===== src/rtl/wb2axip_pkt_sfifo_pkg.sv =====
// Shared types for the packet FIFO: control-state encoding and pointer sizing.
package wb2axip_pkt_sfifo_pkg;

  typedef enum logic [1:0] {
    ST_IDLE = 2'b00,
    ST_PKT  = 2'b01,
    ST_DROP = 2'b10
  } state_e;

  localparam int unsigned DEF_LGFLEN = 4;

  // Pointers carry one extra bit so full and empty are distinguishable.
  function automatic int unsigned ptr_width(input int unsigned lgflen);
    return lgflen + 1;
  endfunction

endpackage


===== src/rtl/wb2axip_pkt_sfifo_mem.sv =====
// Simple dual-port storage: synchronous write, asynchronous (fall-through) read.
module wb2axip_pkt_sfifo_mem #(
  parameter int unsigned BW     = 8,
  parameter int unsigned LGFLEN = 4
) (
  input  logic              i_clk,
  input  logic              i_we,
  input  logic [LGFLEN-1:0] i_waddr,
  input  logic [BW:0]       i_wdata,
  input  logic [LGFLEN-1:0] i_raddr,
  output logic [BW:0]       o_rdata
);

  localparam int unsigned FLEN = 1 << LGFLEN;

  logic [BW:0] mem [FLEN];

  always_ff @(posedge i_clk) begin
    if (i_we) mem[i_waddr] <= i_wdata;
  end

  assign o_rdata = mem[i_raddr];

endmodule


===== src/rtl/wb2axip_pkt_sfifo.sv =====
// Packet FIFO: words are written speculatively and become readable only once the
// packet's last word commits; partial packets can be aborted or auto-dropped.
module wb2axip_pkt_sfifo
  import wb2axip_pkt_sfifo_pkg::*;
#(
  parameter int unsigned BW            = 8,
  parameter int unsigned LGFLEN        = DEF_LGFLEN,
  parameter int unsigned LGAF          = LGFLEN,
  parameter int unsigned AF_LEVEL      = 12,
  parameter bit          OPT_AUTO_DROP = 1'b1
) (
  input  logic            i_clk,
  input  logic            i_reset,
  input  logic            i_wr,
  input  logic [BW-1:0]   i_data,
  input  logic            i_last,
  input  logic            i_abort,
  output logic            o_full,
  output logic            o_afull,
  output logic            o_drop,
  input  logic            i_rd,
  output logic [BW-1:0]   o_data,
  output logic            o_last,
  output logic            o_empty,
  output logic [LGFLEN:0] o_fill,
  output logic [LGFLEN:0] o_pkts
);

  localparam int unsigned PW   = ptr_width(LGFLEN);
  localparam int unsigned FLEN = 1 << LGFLEN;
  localparam logic [PW-1:0]   FLEN_P    = PW'(FLEN);
  localparam logic [LGAF:0]   AF_THRESH = (LGAF + 1)'(AF_LEVEL);
  localparam logic [PW-1:0]   AF_P      = PW'(AF_THRESH);

  state_e        state, state_n;
  logic [PW-1:0] wr_addr, wr_commit, rd_addr;
  logic [PW-1:0] wr_addr_n, wr_commit_n, rd_addr_n;
  logic [PW-1:0] occ_n;
  logic          w_wr, w_rd, abort_pkt, overflow;
  logic          pkt_inc, pkt_dec;
  logic [BW:0]   head;

  wb2axip_pkt_sfifo_mem #(
    .BW     (BW),
    .LGFLEN (LGFLEN)
  ) u_mem (
    .i_clk   (i_clk),
    .i_we    (w_wr),
    .i_waddr (wr_addr[LGFLEN-1:0]),
    .i_wdata ({i_last, i_data}),
    .i_raddr (rd_addr[LGFLEN-1:0]),
    .o_rdata (head)
  );

  assign o_last = head[BW];
  assign o_data = head[BW-1:0];

  always_ff @(posedge i_clk or posedge i_reset) begin
    if (i_reset) state <= ST_IDLE;
    else         state <= state_n;
  end

  // Next-state decode plus the write/read acceptance it implies.
  always_comb begin
    state_n   = state;
    w_wr      = 1'b0;
    abort_pkt = 1'b0;
    overflow  = 1'b0;
    w_rd      = i_rd && !o_empty;
    case (state)
      ST_IDLE: begin
        if (i_wr && !o_full && !i_abort) begin
          w_wr = 1'b1;
          if (!i_last) state_n = ST_PKT;
        end
      end
      ST_PKT: begin
        if (i_abort) begin
          abort_pkt = 1'b1;
          state_n   = ST_IDLE;
        end else if (OPT_AUTO_DROP && i_wr && o_full && (wr_commit == rd_addr)) begin
          overflow = 1'b1;
          state_n  = ST_DROP;
        end else if (i_wr && !o_full) begin
          w_wr = 1'b1;
          if (i_last) state_n = ST_IDLE;
        end
      end
      ST_DROP: begin
        if (i_wr && i_last) state_n = ST_IDLE;
      end
      default: state_n = ST_IDLE;
    endcase
  end

  // Pointer updates; a discard rewinds the speculative pointer to the commit point.
  always_comb begin
    wr_addr_n   = wr_addr;
    wr_commit_n = wr_commit;
    rd_addr_n   = rd_addr;
    if (abort_pkt || overflow) wr_addr_n = wr_commit;
    else if (w_wr)             wr_addr_n = wr_addr + PW'(1);
    if (w_wr && i_last)        wr_commit_n = wr_addr + PW'(1);
    if (w_rd)                  rd_addr_n = rd_addr + PW'(1);
    occ_n   = wr_addr_n - rd_addr_n;
    pkt_inc = w_wr && i_last;
    pkt_dec = w_rd && head[BW];
  end

  always_ff @(posedge i_clk or posedge i_reset) begin
    if (i_reset) begin
      wr_addr   <= '0;
      wr_commit <= '0;
      rd_addr   <= '0;
      o_empty   <= 1'b1;
      o_full    <= 1'b0;
      o_afull   <= 1'b0;
      o_drop    <= 1'b0;
      o_fill    <= '0;
      o_pkts    <= '0;
    end else begin
      wr_addr   <= wr_addr_n;
      wr_commit <= wr_commit_n;
      rd_addr   <= rd_addr_n;
      o_empty   <= (wr_commit_n == rd_addr_n);
      o_full    <= (occ_n == FLEN_P);
      o_afull   <= (occ_n >= AF_P);
      o_drop    <= abort_pkt || overflow;
      o_fill    <= wr_commit_n - rd_addr_n;
      case ({pkt_inc, pkt_dec})
        2'b10:   o_pkts <= o_pkts + PW'(1);
        2'b01:   o_pkts <= o_pkts - PW'(1);
        default: o_pkts <= o_pkts;
      endcase
    end
  end

endmodule


===== config.mk =====
export PLATFORM = sky130hd
export DESIGN_NAME = wb2axip_pkt_sfifo
export DESIGN_NICKNAME = d
export VERILOG_FILES = /design/src/rtl/wb2axip_pkt_sfifo_pkg.sv /design/src/rtl/wb2axip_pkt_sfifo_mem.sv /design/src/rtl/wb2axip_pkt_sfifo.sv
export SDC_FILE = /design/constraint.sdc
export NUM_CORES = 1
export LEC_CHECK = 0
export CAP_MARGIN = 15
export CORE_MARGIN = 2
export CORE_UTILIZATION = 41
export CTS_CLUSTER_SIZE = 40
export DETAILED_ROUTE_END_ITERATION = 10
export DONT_BUFFER_PORTS = 1
export GPL_TIMING_DRIVEN = 0
export HOLD_SLACK_MARGIN = 0.12
export PLACE_DENSITY = 0.63
export SLEW_MARGIN = 20
export SYNTH_ARGS = -nofsm -noshare
export SYNTH_HDL_FRONTEND = slang
export SYNTH_SLANG_ARGS = --single-unit

===== constraint.sdc =====
create_clock -name i_clk -period 6.6 [get_ports i_clk]
set_input_delay 0.33 -clock i_clk [delete_from_list [all_inputs] [get_ports i_clk]]
set_output_delay 0.33 -clock i_clk [all_outputs]
set_load 0.01 [all_outputs]

==> flow_summary.toml <==
[final_layout]
utilization = 0.486
drive_gt1_frac = 0.227
area_growth_pct = 15.1
layout.nets = 477
fin_cells = 683
nFillCells = 1433
diodes = 0

[worst_setup_path]
critPathCaptureType = "flip-flop"
critPathBufInv = 3
critPathSlowestCell = "buf_1"
crit_fanout = 10
crit_family = "multiplexers"
rrSetupSlack_ps = 2710
r2r-end = "o_pkts[4]$_DFFE_PP0P_"
start_kind = "flip-flop"
max_stage_delay_ps = 640
r2r_cells = 13
r2r_start = "rd_addr[0]$_DFF_PP0_"
path_class = "flip-flop to flip-flop"
crit_required_ps = 6910
worstPathCellList = "buf_1, mux4_2, mux4_2, and2_1, ha_1, inv_1, fa_1, inv_1, a21o_1, a21oi_1, xnor2_1, nor2_1, xor2_1"
critPathArrivalTime_ps = 4190
cp-startpoint = "rd_addr[0]$_DFF_PP0_"

[clock_tree]
htreeDepth = 4
cts_buffer_depth = 2
cts-resized-gates = 0
clkSinkCount = 175
clk_pin_slew_ps = 60
cts_tree = "built"
clockRootBuffer = "clkbuf_16"
cts_buffers = 17
clk_latency_ps = 430

[grt]
grt_pass1_wl_microns = 22400
grt_pass1_vias = 3786
grt_use_total = 0.168
grt_max_degree = 32
grt_overflow = 0
antenna_found_initial = 1

[timing]
tightestPinTransition_ps = 990
setup_ws_ps = 2710
maxSlewViolCount = 0
fin_crit_sh = 0.589
slew_headroom = 0.340
fin_crit_ps = 3890
rsz0062_at_grt = "no"
max_clock_freq_ghz = 0.257
finalSetupViolCount = 0
final_hold_viol_count = 0
skew_ps = 6.17
setup-tns-final_ps = 0

[die]
initial_core_util = 0.422
core_sq_um = 17400
rows = 48
dieArea_sq_um = 19000
die_y_microns = 138
die_w_microns = 138
pin_count = 37

[power_and_ir_drop]
pwr-share-clk = 0.263
seq_power_share = 0.371
power_uw = 3860
power_switching_share = 0.334
p_leak_uw = 0.00295
vdd_drop_max_mv = 0.202
p_int_uw = 2570
pwr-share-comb = 0.366
power.density_nw_per_um2 = 456
power_switching_uw = 1290

[yosys]
synth-edff-count = 144
synth-async-reset-ratio = 0.177
synth_ff_type = "edfxtp_1"
yosysWarnings = 0
synth-seq-cells = 175
synth_cells = 403
postSynthAreaPerCell_sq_um = 18.3
ys_seq_area_frac = 0.693
syn_area_sq_um = 7360
synthDistinctLibCells = 40
synth.net_count = 435

[min_path]
worstHoldPathType = "input port to flip-flop"
min_from = "i_wr"
whs_path_depth = 2
min_to = "state[1]$_DFFE_PP0P_"

[placed_design]
routabilityCongestion = 0.835
dp_slack_ps = 2700
post-dp-hpwl_microns = 10000
placed_cells = 640
portBuffers = 0

[route]
routedWlPerCell_microns = 21.8
postRouteAntennaNets = 0
via_count = 3713
drt-initial-drc-count = 381
drc = 0
drt_wl_total_microns = 14900
first_pass_iters = 6
viasPerCell = 5.44

[flow_run]
drv_cap = 0

[run_status]
status = "complete, no violations"
[cells in the final DEF (no fill, tap or decap), drive strengths merged, types with 5 or more instances in the layout]
cell type    Yosys  final
clkbuf          10     31
nand2           17     17
inv             26     30
o21ai           10     10
nor3             5      5
xor2            12     12
buf              6     18
dlygate4sd3      0     11
and2             6      6
a21oi            7      7
dfrtp           30     30
xnor2           17     17
ha              16     16
edfxtp         144    144
mux4            45     45
nor2             9      9
[Yosys cell counts, drive strengths merged (3+ instances only)]
cell type / number / area, sq um
nand2: 17 / 63.8
a21o: 4 / 30.0
and2: 6 / 37.5
nand4: 3 / 18.8
edfxtp: 144 / 4320
inv: 26 / 97.6
nor4b: 3 / 32.5
mux2i: 3 / 30.0
buf: 6 / 22.5
xor2: 12 / 105
a21oi: 7 / 35.0
dfrtp: 30 / 751
clkbuf: 10 / 37.5
nor4: 4 / 25.0
or4: 3 / 26.3
mux4: 45 / 1010
o21ai: 10 / 50.1
nand3: 4 / 20.0
nor2: 9 / 33.8
ha: 16 / 200
xnor2: 17 / 156
nor3: 5 / 25.0
[power groups by stage]
stage	clock network (uW)	registers [uW]	logic [uW]
5_1_grt	1080	1450	1560
2_1_floorplan	0	1430	1080
3_3_place_gp	0	1450	1350
6_report	1020	1430	1410
3_5_place_dp	0	1460	1410
4_1_cts	1030	1430	1440
[area by class of cell]
class | count | area (sq um) | share of cell area
clock inverters | 11 | 155 | 0.0183
plain buffers | 16 | 60.1 | 0.00709
multi-input cells | 186 | 2150 | 0.254
inverters | 26 | 97.6 | 0.0115
well taps | 225 | 282 | 0.0332
flip-flops and latches | 175 | 5100 | 0.602
repair buffers | 23 | 184 | 0.0217
clock buffers | 21 | 440 | 0.0520
[worst reg2reg max path, stage by stage (launching register included)]
cell	delay, ps
dfrtp_1	440
buf_1	640
mux4_2	630
mux4_2	560
and2_1	190
ha_1	230
inv_1	130
fa_1	230
inv_1	50
a21o_1	150
a21oi_1	170
xnor2_1	150
nor2_1	70
xor2_1	150
[layer usage]
| metal | GRT usage | routed length [microns] |
|---|---|---|
| met1 | 0.219 | 6280 |
| met2 | 0.272 | 7360 |
| met3 | 0.0479 | 889 |
| met4 | 0.0629 | 315 |
| met5 | 0 | 13 |
[through the flow]
stage	cell area, sq um	hold slack (ps)
2_1_floorplan	7360	429
3_3_place_gp	7640	430
3_5_place_dp	7760	347
4_1_cts	8470	175
5_1_grt	8470	194
6_report	8470	191
[what timing repair did]
item / in CTS / in global routing
hold endpoints to repair: 175 / 0
setup buffers: 0 / 0
hold buffers: 11 / 0
[state kept, by name (all words and copies together), names as in the netlist]
name,count
o_fill,5
o_full,1
o_pkts,5
o_drop,1
o_afull,1
u_mem.mem,144
wr_commit,5
rd_addr,5
wr_addr,5
o_empty,1
state,2
[cell families (layout without fill, tap and decap cells)]
logic type / Yosys count / count (layout) / share of synthesized area
compound gates: 27 / 27 / 0.0250
xor+xnor: 29 / 29 / 0.0355
fa+ha+maj: 19 / 19 / 0.0342
buf+inv: 42 / 97 / 0.0214
flops: 175 / 175 / 0.693
mux: 50 / 50 / 0.145
simple gates: 61 / 61 / 0.0457
[worst max-delay path by stage]
stage,endpoint,slack (ps),cells past startpoint
after floorplan,o_pkts[4]$_DFFE_PP0P_,3190,11
after global placement,u_mem.mem[3][7]$_DFFE_PP_,2550,4
after detailed placement,o_pkts[4]$_DFFE_PP0P_,2700,13
after CTS,o_pkts[4]$_DFFE_PP0P_,2680,13
after global routing,o_pkts[4]$_DFFE_PP0P_,2480,13
final,o_pkts[4]$_DFFE_PP0P_,2710,13
No activity file was read; power rests on OpenSTA's default activity.
